**src/rtl/mc_controller.sv**
```systemverilog
// Multicycle main control FSM: sequences fetch/decode/execute/memory/writeback and drives datapath controls.
// Optional feature macro ILLEGAL_TRAP_EN: illegal opcodes halt the core and raise 'illegal' instead of acting as NOPs.
module mc_controller #(
  parameter int OPCODE_W = 4,
  parameter int FUNCT_W  = 4
) (
  input  logic                clk,
  input  logic                reset,
  input  logic [OPCODE_W-1:0] opcode,
  input  logic [FUNCT_W-1:0]  funct_in,
  input  logic                zero,
  input  logic                mem_ready,
  output logic [FUNCT_W-1:0]  funct,
  output logic [1:0]          aluop,
  output logic                alusrca,
  output logic [1:0]          alusrcb,
  output logic [1:0]          pcsrc,
  output logic                pcwrite,
  output logic                irwrite,
  output logic                iord,
  output logic                mem_req,
  output logic                memwrite,
  output logic                regdst,
  output logic                memtoreg,
  output logic                regwrite,
  output logic                halted,
  output logic                illegal
);

  localparam logic [OPCODE_W-1:0] OP_R    = OPCODE_W'(0);
  localparam logic [OPCODE_W-1:0] OP_ADDI = OPCODE_W'(1);
  localparam logic [OPCODE_W-1:0] OP_SLTI = OPCODE_W'(2);
  localparam logic [OPCODE_W-1:0] OP_LW   = OPCODE_W'(3);
  localparam logic [OPCODE_W-1:0] OP_SW   = OPCODE_W'(4);
  localparam logic [OPCODE_W-1:0] OP_BEQ  = OPCODE_W'(5);
  localparam logic [OPCODE_W-1:0] OP_J    = OPCODE_W'(6);
  localparam logic [OPCODE_W-1:0] OP_HALT = OPCODE_W'(15);

  typedef enum logic [3:0] {
    FETCH, DECODE, MEMADR, MEMRD, MEMWB, MEMWR,
    RTYPEEX, RTYPEWB, IMMEX, IMMWB, BEQEX, JEX, HALT
  } state_t;

  state_t state, next_state;
  logic [OPCODE_W-1:0] op_q;
  logic op_illegal;
  logic illegal_q;

  assign op_illegal = !(opcode inside {OP_R, OP_ADDI, OP_SLTI, OP_LW, OP_SW, OP_BEQ, OP_J, OP_HALT});

  always_ff @(posedge clk or negedge reset) begin
    if (!reset) state <= FETCH;
    else        state <= next_state;
  end

  // Opcode captured while decoding so later IR updates cannot redirect the instruction.
  always_ff @(posedge clk or negedge reset) begin
    if (!reset)               op_q <= '0;
    else if (state == DECODE) op_q <= opcode;
  end

`ifdef ILLEGAL_TRAP_EN
  always_ff @(posedge clk or negedge reset) begin
    if (!reset)                             illegal_q <= 1'b0;
    else if (state == DECODE && op_illegal) illegal_q <= 1'b1;
  end
`else
  assign illegal_q = 1'b0;
`endif

  // Every output is gated by reset so an abort drops write strobes without waiting for a clock.
  always_comb begin
    next_state = state;
    funct    = '0;
    aluop    = 2'b00;
    alusrca  = 1'b0;
    alusrcb  = 2'b00;
    pcsrc    = 2'b00;
    pcwrite  = 1'b0;
    irwrite  = 1'b0;
    iord     = 1'b0;
    mem_req  = 1'b0;
    memwrite = 1'b0;
    regdst   = 1'b0;
    memtoreg = 1'b0;
    regwrite = 1'b0;
    halted   = 1'b0;
    illegal  = 1'b0;
    if (reset) begin
      funct   = funct_in;
      illegal = illegal_q;
      case (state)
        FETCH: begin
          mem_req = 1'b1;
          alusrcb = 2'b01;
          aluop   = 2'b11;
          irwrite = mem_ready;
          pcwrite = mem_ready;
          if (mem_ready) next_state = DECODE;
        end
        DECODE: begin
          alusrcb = 2'b10;
          aluop   = 2'b11;
          if (op_illegal) begin
`ifdef ILLEGAL_TRAP_EN
            next_state = HALT;
`else
            next_state = FETCH;
`endif
          end else begin
            case (opcode)
              OP_LW, OP_SW:     next_state = MEMADR;
              OP_R:             next_state = RTYPEEX;
              OP_ADDI, OP_SLTI: next_state = IMMEX;
              OP_BEQ:           next_state = BEQEX;
              OP_J:             next_state = JEX;
              default:          next_state = HALT;
            endcase
          end
        end
        MEMADR: begin
          alusrca    = 1'b1;
          alusrcb    = 2'b10;
          aluop      = 2'b11;
          next_state = (op_q == OP_LW) ? MEMRD : MEMWR;
        end
        MEMRD: begin
          mem_req = 1'b1;
          iord    = 1'b1;
          if (mem_ready) next_state = MEMWB;
        end
        MEMWB: begin
          memtoreg   = 1'b1;
          regwrite   = 1'b1;
          next_state = FETCH;
        end
        MEMWR: begin
          mem_req  = 1'b1;
          memwrite = 1'b1;
          iord     = 1'b1;
          if (mem_ready) next_state = FETCH;
        end
        RTYPEEX: begin
          alusrca    = 1'b1;
          next_state = RTYPEWB;
        end
        RTYPEWB: begin
          regdst     = 1'b1;
          regwrite   = 1'b1;
          next_state = FETCH;
        end
        IMMEX: begin
          alusrca    = 1'b1;
          alusrcb    = 2'b10;
          aluop      = (op_q == OP_SLTI) ? 2'b01 : 2'b11;
          next_state = IMMWB;
        end
        IMMWB: begin
          regwrite   = 1'b1;
          next_state = FETCH;
        end
        BEQEX: begin
          alusrca    = 1'b1;
          aluop      = 2'b10;
          pcsrc      = 2'b01;
          pcwrite    = zero;
          next_state = FETCH;
        end
        JEX: begin
          pcsrc      = 2'b10;
          pcwrite    = 1'b1;
          next_state = FETCH;
        end
        HALT: begin
          halted = 1'b1;
        end
        default: next_state = FETCH;
      endcase
    end
  end

endmodule
```
**config.mk**
```make
export PLATFORM = sky130hd
export DESIGN_NAME = mc_controller
export DESIGN_NICKNAME = d
export VERILOG_FILES = /design/src/rtl/mc_controller.sv
export SDC_FILE = /design/constraint.sdc
export NUM_CORES = 1
export LEC_CHECK = 0
export ABC_AREA = 1
export BUFFER_PORTS_ARGS = -buffer_cell sky130_fd_sc_hd__buf_2
export CAP_MARGIN = 20
export CELL_PAD_IN_SITES_DETAIL_PLACEMENT = 0
export CELL_PAD_IN_SITES_GLOBAL_PLACEMENT = 1
export CORE_ASPECT_RATIO = 0.8
export CORE_MARGIN = 1
export CORE_UTILIZATION = 27
export DETAILED_ROUTE_END_ITERATION = 12
export GPL_TIMING_DRIVEN = 0
export PLACE_DENSITY = 0.75
export SYNTH_ARGS = -nofsm -noshare
export SYNTH_HDL_FRONTEND = slang
export SYNTH_SLANG_ARGS = --single-unit
```
**constraint.sdc**
```tcl
create_clock -name clk -period 1.13 [get_ports clk]
set_clock_uncertainty 0.05 [all_clocks]
set_input_delay 0.1695 -clock clk [delete_from_list [all_inputs] [get_ports clk]]
set_output_delay 0.1695 -clock clk [all_outputs]
set_load 0.03 [all_outputs]
```
Yosys cells after proc, flatten, opt, wreduce, memory -nomap -nowiden:

Cells that the tools add are included.

* flip-flop bits (word level): 8
* bits of input ports: 12
* output and inout bits: 21
* word-level logic and storage cells: 74

* equality and inequality tests: 24
* mux-type cells: 35
* bitwise logic cells: 1
* reductions and logical operators: 12

Operators by type and width (count)
* case mux 4 bit (8 select lines): 1
* equality test 4 x 3 -> 1 bit, second input constant: 7
* equality test 4 x 2 -> 1 bit, second input constant: 6
* equality test 4 bit, second input constant: 6
* two-way mux 4 bit: 5
* case mux 4 bit (5 select lines): 1
* two-way mux 1 bit: 19
* OR reduction 3 bit: 4
* equality test 4 x 1 -> 1 bit, second input constant: 2
* zero test 4 bit: 2
* two-way mux 2 bit: 4
* case mux 2 bit (2 select lines): 2
* nonzero test 8 bit: 1
* inequality test 2 bit, second input constant: 3
* case mux 2 bit (3 select lines): 1
* OR reduction 2 bit: 3
* AND reduction 5 bit: 1
* OR reduction 4 bit: 1
* two-way mux 3 bit: 1
* case mux 1 bit (3 select lines): 1
* inverter 1 bit: 1

Longest topological paths before layout:

Gate-level depths: netlist (run 1).

* word-level depth: 5
* gate-level depth with buffers: 8
* mapped depth without buffers: 8

Least setup slack after synthesis (run 1):

No wires, ideal clock.

* path type: register to output
* start point: register state[2]
* end point: output port regwrite
* data arrival time: 1.945 ns
* path slack: -1.034 ns
* stages on the path, launching flop included: 5
* path buffers: 0
* cell sequence: dfrtp_1 -> inv_1 -> nor4_1 -> nor2_1 -> o21ai_0

* cells in the longest elaborated chain, start to end: 4
* elaborated cells between the ends (all ways): 6

Ends and longest elaborated chain
* from (decl): line 44 `state_t state, next_state;`
* from (signal assigned): line 53 `else state <= next_state;`
* equality test 4 bit or equality test 4 x 3 -> 1 bit (tied branches): line 92 `case (state)`
* OR reduction 3 bit (no source line) *
* two-way mux 1 bit *: line 92
* two-way mux 1 bit *: line 89 `if (reset) begin`
* to (decl): line 25 `output logic regwrite,`

Every way passes the cells marked *; elsewhere a longest branch is shown, timed or not.

Final worst setup path (run 1):

* start point: register state[2]
* end point: output port mem_req

* cells in the longest elaborated chain, start to end: 4
* elaborated cells between the ends (all ways): 6

Ends and longest elaborated chain
* equality test 4 x 3 -> 1 bit (tied with other cells): line 92
* OR reduction 3 bit (no source line) *
* two-way mux 1 bit *: line 92
* two-way mux 1 bit *: line 89
* to (decl): line 21 `output logic mem_req,`

Marked as above.

==> results of run 1 <==
## per-stage QoR
| step | worst slack, ps | area, sq um |
|---|---|---|
| after global placement | -617 | 1100 |
| after CTS | -553 | 1470 |
| final | -591 | 1530 |
| after floorplan | -322 | 896 |
| after detailed placement | -634 | 1100 |
| after global routing | -661 | 1530 |
## synth_stat cells
cell      number
nand2_1       51
inv_1         22
nor2_1        17
nand3_1       13
dfrtp_1        8
o21ai_0        8
a21oi_1        2
a31oi_1        2
buf_2          2
inv_2          2
a21boi_0       1
a21oi_2        1
a22oi_1        1
buf_4          1
conb_1         1
nand2_2        1
nand3_2        1
nand3b_1       1
nand4_1        1
nor2_2         1
nor2_4         1
nor2b_1        1
nor4_1         1
## where the power goes
| part | total, mW | internal (mW) | leakage [nW] | switching (mW) |
|---|---|---|---|---|
| Clock | 0.224 | 0.122 | 0.0138 | 0.102 |
| Sequential | 0.647 | 0.434 | 0.0961 | 0.213 |
| Combinational | 3.18 | 1.41 | 0.700 | 1.77 |
| Total | 4.06 | 1.97 | 0.810 | 2.09 |
## what timing repair did
item                                   in CTS  in global routing
pin swaps                                  13                  4
buffers inserted                           14                  3
endpoints found under the hold margin       8                  0
gates cloned                                0                  0
resized for setup                          74                 11
hold buffers                                1                  0
setup endpoints to repair                  28                 24
## worst max-delay path: stages, from the launching register on
cell     delay [ps]
dfrtp_2         460
inv_4            80
nor2_2          180
nand2_2         160
nand3_4         100
nand2_1          70
inv_2            50
buf_4           140
## cell families (layout without fill, tap and decap cells)
family | count (synthesis) | count (layout) | synth area share, %
AO/OA/AOI/OAI | 15 | 15 | 11.1
buffers and inverters | 27 | 79 | 13.8
flip-flops | 8 | 8 | 25.7
other | 1 | 1 | 0.482
AND/OR/NAND/NOR | 89 | 89 | 48.9
## worst paths after layout
check,cells after the start,from,endpoint,slack (ps)
min,3,opcode[0],op_q[0]$_DFFE_PN0P_,140
min in group asynchronous,2,reset,op_q[3]$_DFFE_PN0P_,340
min reg2reg,2,op_q[2]$_DFFE_PN0P_,op_q[2]$_DFFE_PN0P_,440
max in group asynchronous,2,reset,state[2]$_DFFE_PN0P_,390
max,7,state[2]$_DFFE_PN0P_,mem_req,-590
max reg2reg,9,state[2]$_DFFE_PN0P_,state[3]$_DFFE_PN0P_,-350
## layout make-up
class,count,share of cell area [%]
Timing Repair Buffer,49,26.4
Inverter,24,6.22
Multi-Input combinational cell,105,47.9
Tap cell,38,3.11
Buffer,3,1.47
Sequential cell,8,13.4
Clock buffer,3,1.47
## state kept, by name, indices dropped and copies added (netlist names)
| register | cells |
|---|---|
| op_q | 4 |
| state | 4 |
## layer usage
metal  part of all wire, %  routed length (microns)
met1                    47                     1310
met2                    48                     1350
met3                   3.3                       93
met4                   1.8                       51
met5                     0                        0
==> impl_results.md, run 1 <==
* Final hold viol count at 0
* Number of CTS-inserted buffers at 3
* First-pass GRT wire length at 4650 microns
* Placed instance count at 209
* Setup TNS at -9880 ps
* Initial core utilization at 28.4%
* Unrepaired setup endpoints after global routing: true
* Data arrival, critical path at 1500 ps
* Final wirelength at 2800 microns
* Setup WS post-layout at -591 ps
* Initial antenna violation count at 0
* WHS at 139 ps
* Clock Sinks at 8
* # H-tree levels at 1
* Grt met1 use at 27.7%
* Final cell count without fillers at 230
* Pwr/cell area at 2650 nW/um^2
* Met2 Usage GRT at 32.3%
* Gr usage total at 19.8%
* Worst skew pair latency at 260 ps
* Setup CP Type: register to output pin
* Final period utilization at 152%
* Fin crit period at 1720 ps
* Max Cap Viol at 0
* Pin count of the biggest net entering global routing at 11
* Crit. End Element: output pin
* Core area at 2740 sq um
* Post-DRT Antenna Nets at 0
* Grt met3 use at 1.57%
* Power, Total at 4.06 mW
* Routability cong. at 0.798
* Die ar. at 3100 sq um
* Startpoint types: register
* Post-synthesis sequential area ratio at 25.7%
* Failing checks: setup timing
* Mapped Avg Cell Area at 5.56 sq um
* Drt drc at 0
* GRT Max-Usage Layer: met2
* Vias in the first global route at 1039
* Max frequency at 0.581 GHz
* Top cells by area, synth: dfrtp_1 26%, nand2_1 25%, inv_1 11%, nand3_1 8.4%, nor2_1 8.2%
* Synth area leader: dfrtp_1
* CTS tree: done
* IO Port Bufs at 31
* Leak at 0.810 nW
* First DRT Iteration DRCs at 34
* Synth Cell Area at 778 sq um
* Commonest non-fill, non-tap cells in the layout: 38 x nand2_1, 19 x buf_6, 17 x buf_4, 15 x inv_1, 15 x buf_2
* Layout Nets at 206
* HPWL after DPL at 1860 microns
* Hold Crit Class: input pin to register
* Post-synth top area share at 25.7%
* Post-Synthesis Cells at 140
* Clock tree buffer depth at 2
* # setup viols final at 24
* Site Rows at 17
* Vias after detailed routing at 1079
* Layout cells sized above 1 at 55.7%
* Die width at 62.0 microns
* Io pins at 33
* Unique cell type count in the Yosys netlist at 23
* Post-Syn Nets at 152
* Ys Warns at 0
* Antenna diodes at 0
* Yosys reg bits at 8
* Die height at 50.0 microns
* Critical Path RT at 910 ps
* Most common cell after layout, fill and taps aside: nand2_1
* Worst-path clk slew at 50 ps
* Routed len/inst at 12.2 microns
* Clock root buffer: clkbuf_4
* Max Slew Vio Count at 0
* Fin util at 55.7%
* Crit Path Max Fanout at 4
* Status: finished, violations left
* Register area at 205 sq um
* Layout fillers at 254
* DR vias/cell at 4.69
* Peak VDD IR at 1.10 mV
* First-pass DRT Iterations at 4
* Synth-to-Final Area Change at 96.5%
* Total grt overflow at 0
* Multi-input gate area at 732 sq um
Note: power is estimated with default switching activity, not from simulation.
==> inputs of run 2 (changes only) <==
- ABC_AREA: 1 -> 0
- CORE_UTILIZATION: 27 -> 31
- clock period: 1.13 -> 1.45 ns (I/O delays scaled with it)
==> run 2 against run 1 <==
Compared with the run above: the run still ends with setup timing left; non-clock buffer count is 13 higher; sequential power is 28% lower; synthesized cell count is 14% lower; die area is 2.1% higher; clock-buffer cell count is 1 higher; register-to-register slack better by 40 ps; largest cell class unchanged; hold slack better by 70 ps; global-route usage is 0.46 points higher.
==> impl_results.md, run 2 <==
* Post-synthesis async set-or-reset flop share at 100%
* Layout Nets at 192
* Post-synth top area share at 21.9%
* Post-synth top flop: dfrtp_1
* HPWL after DPL at 1890 microns
* Critical Path RT at 1180 ps
* Mux contribution to synthesized area at 6.03%
* Synth area leader: dfrtp_1
* Io pins at 33
* Die height at 50.6 microns
* Clock root buffer: clkbuf_8
* Unrepaired setup endpoints after global routing: true
* Ys Warns at 0
* Yosys reg bits at 8
* DR vias/cell at 5.44
* Worst skew pair latency at 240 ps
* Top cells by count, synth: 14 x nor2_1, 10 x a21oi_1, 8 x dfrtp_1, 8 x o21ai_0
* Largest family of logic cells by synthesized area: simple AND/OR/NAND/NOR gates
* Synth Cell Area at 913 sq um
* Post-synthesis compound-gate area fraction at 19.0%
* Crit Path Max Fanout at 6
* Initial antenna violation count at 0
* Final hold viol count at 0
* Routability cong. at 0.794
* Max Slew Vio Count at 0
* Setup CP Type: register to output pin
* Commonest non-fill, non-tap cells in the layout: 27 x buf_6, 20 x buf_4, 13 x buf_2, 10 x a21oi_1, 8 x nor2_4
* Top cells by area, synth: dfrtp_1 22%, nor2_1 5.8%, a21oi_1 5.5%, mux2_2 4.9%, o21ai_0 4.4%
* WHS at 210 ps
* Leak at 0.763 nW
* Largest regs: op_q: 4 flops, state: 4 flops
* Number of CTS-inserted buffers at 3
* Core area at 2790 sq um
* Routed len/inst at 16.0 microns
* Failing checks: setup timing
* XOR/XNOR Fraction of Synth Area at 2.88%
* Post-synthesis sequential area ratio at 21.9%
* Pin count of the biggest net entering global routing at 11
* Most common cell after layout, fill and taps aside: buf_6
* Data arrival, critical path at 1590 ps
* Layout cells sized above 1 at 60.9%
* Vias in the first global route at 1006
* Pwr/cell area at 2170 nW/um^2
* Total grt overflow at 0
* Min-delay src: opcode[0]
* Hold Crit Class: input pin to register
* Die ar. at 3170 sq um
* First-pass DRT Iterations at 4
* IO Port Bufs at 30
* Max Cap Viol at 0
* Post-Synthesis Cells at 120
* # H-tree levels at 1
* Final wirelength at 3460 microns
* Antenna diodes at 0
* Vias after detailed routing at 1180
* Final period utilization at 128%
* R2r endpoint: op_q[3]$_DFFE_PN0P_
* Peak VDD IR at 1.06 mV
* RR Startpoint: state[1]$_DFFE_PN0P_
* FF-to-FF setup slack at -310 ps
* Post-DRT Antenna Nets at 0
* Max frequency at 0.537 GHz
* Die width at 62.7 microns
* Worst-path clk slew at 50 ps
* Setup WS post-layout at -411 ps
* Site Rows at 17
* Worst slack, placed at -271 ps
* Post-Synth Adder-Cell Area at 0%
* Clock Sinks at 8
* Number of enable flip-flop cells after synthesis at 0
* Top-count cell post-synth: nor2_1
* Startpoint types: register
* First-pass GRT wire length at 4880 microns
* Drt drc at 0
* Worst r2r path cells at 7
* Mapped Avg Cell Area at 7.61 sq um
* First DRT Iteration DRCs at 54
* Initial core utilization at 32.8%
* Min-Delay Endpoint: op_q[0]$_DFFE_PN0P_
* Clock tree buffer depth at 2
* Synth-to-Final Area Change at 89.5%
* Fin crit period at 1860 ps
* Status: finished, violations left
* Layout fillers at 221
* Crit. End Element: output pin
* Unique cell type count in the Yosys netlist at 43
* Simple-gate area share of the yosys netlist at 38.9%
* Gr usage total at 20.3%
* WHS Path Cells at 2
* CTS tree: done
* Post-Syn Nets at 132
* # setup viols final at 24
==> run 2: cell types whose count changed in the layout (fill, tap and decap cells not counted), sizes merged, moves of 5 or more <==
cell | previous run | this run
nand2 | 52 | 6
inv | 24 | 4
buf | 51 | 61
nand3 | 14 | 4
a21oi | 3 | 10
and2 | 0 | 6
nor3 | 0 | 6
nand2b | 0 | 5
nor2 | 19 | 14
==> run 2: cell type report <==
class                           count  area, sq um  share of cell area (%)
Clock buffer                        4         45.0                    2.60
Sequential cell                     8          201                    11.6
Multi-Input combinational cell     98          828                    47.9
Inverter                            4         20.0                    1.16
Timing Repair Buffer               55          465                    26.9
Buffer                             10          123                    7.09
Tap cell                           38         47.5                    2.75
==> run 2: logic make-up after synthesis <==
| group | Yosys count |
|---|---|
| AND/OR/NAND/NOR | 60 |
| other | 1 |
| flip-flops | 8 |
| multiplexers | 5 |
| XOR/XNOR | 3 |
| buffers and inverters | 14 |
| AO/OA/AOI/OAI | 29 |
==> run 2: stage by stage <==
stage	instance area, sq um	utilization (%)	power [mW]	TNS (ps)	instances
after global placement	1210	43.6	2.20	-2940	188
after CTS	1560	56.1	3.20	-3690	205
final	1730	62.1	3.75	-6180	217
after detailed placement	1210	43.6	2.22	-3140	188
after global routing	1730	62.1	3.93	-7060	217
after floorplan	1020	-	1.85	-496	120
==> run 2: what timing repair did <==
item                       in CTS  in global routing
buffers inserted               12                 12
setup endpoints to repair      26                 24
hold buffers                    1                  0
gates resized for setup        55                 27
pin swaps                       5                  8
hold endpoints to repair        8                  0
gates cloned                    0                  1
==> run 2: worst max-delay path by stage <==
stage,from,endpoint,cells past startpoint
6_report,state[1]$_DFFE_PN0P_,aluop[0],7
5_1_grt,state[1]$_DFFE_PN0P_,regwrite,6
4_1_cts,state[0]$_DFFE_PN0P_,regwrite,6
3_5_place_dp,state[3]$_DFFE_PN0P_,aluop[0],5
3_3_place_gp,state[3]$_DFFE_PN0P_,aluop[0],5
2_1_floorplan,state[0]$_DFFE_PN0P_,regwrite,5
==> run 2: layer usage <==
metal	vias up	routed length [microns]	share of wire (%)	GRT usage [%]
li1	544	-	-	-
met1	576	1550	45	27.0
met4	0	21	0.61	5.81
met3	4	203	5.9	4.09
met5	-	0	0	0
met2	56	1690	49	33.2
==> run 2: worst max-delay path, cell delays in order, from the launching register on <==
cell and delay (ps):
dfrtp_1 360, buf_4 130, buf_6 110, clkbuf_16 140, nor2_2 40, o21a_2 210, or2_4 230, buf_6 130
==> run 2: power by group <==
group          switching, mW  internal (mW)  total (mW)
combinational           1.47           1.52        2.99
clock                 0.0978          0.191       0.289
sequential             0.139          0.330       0.469
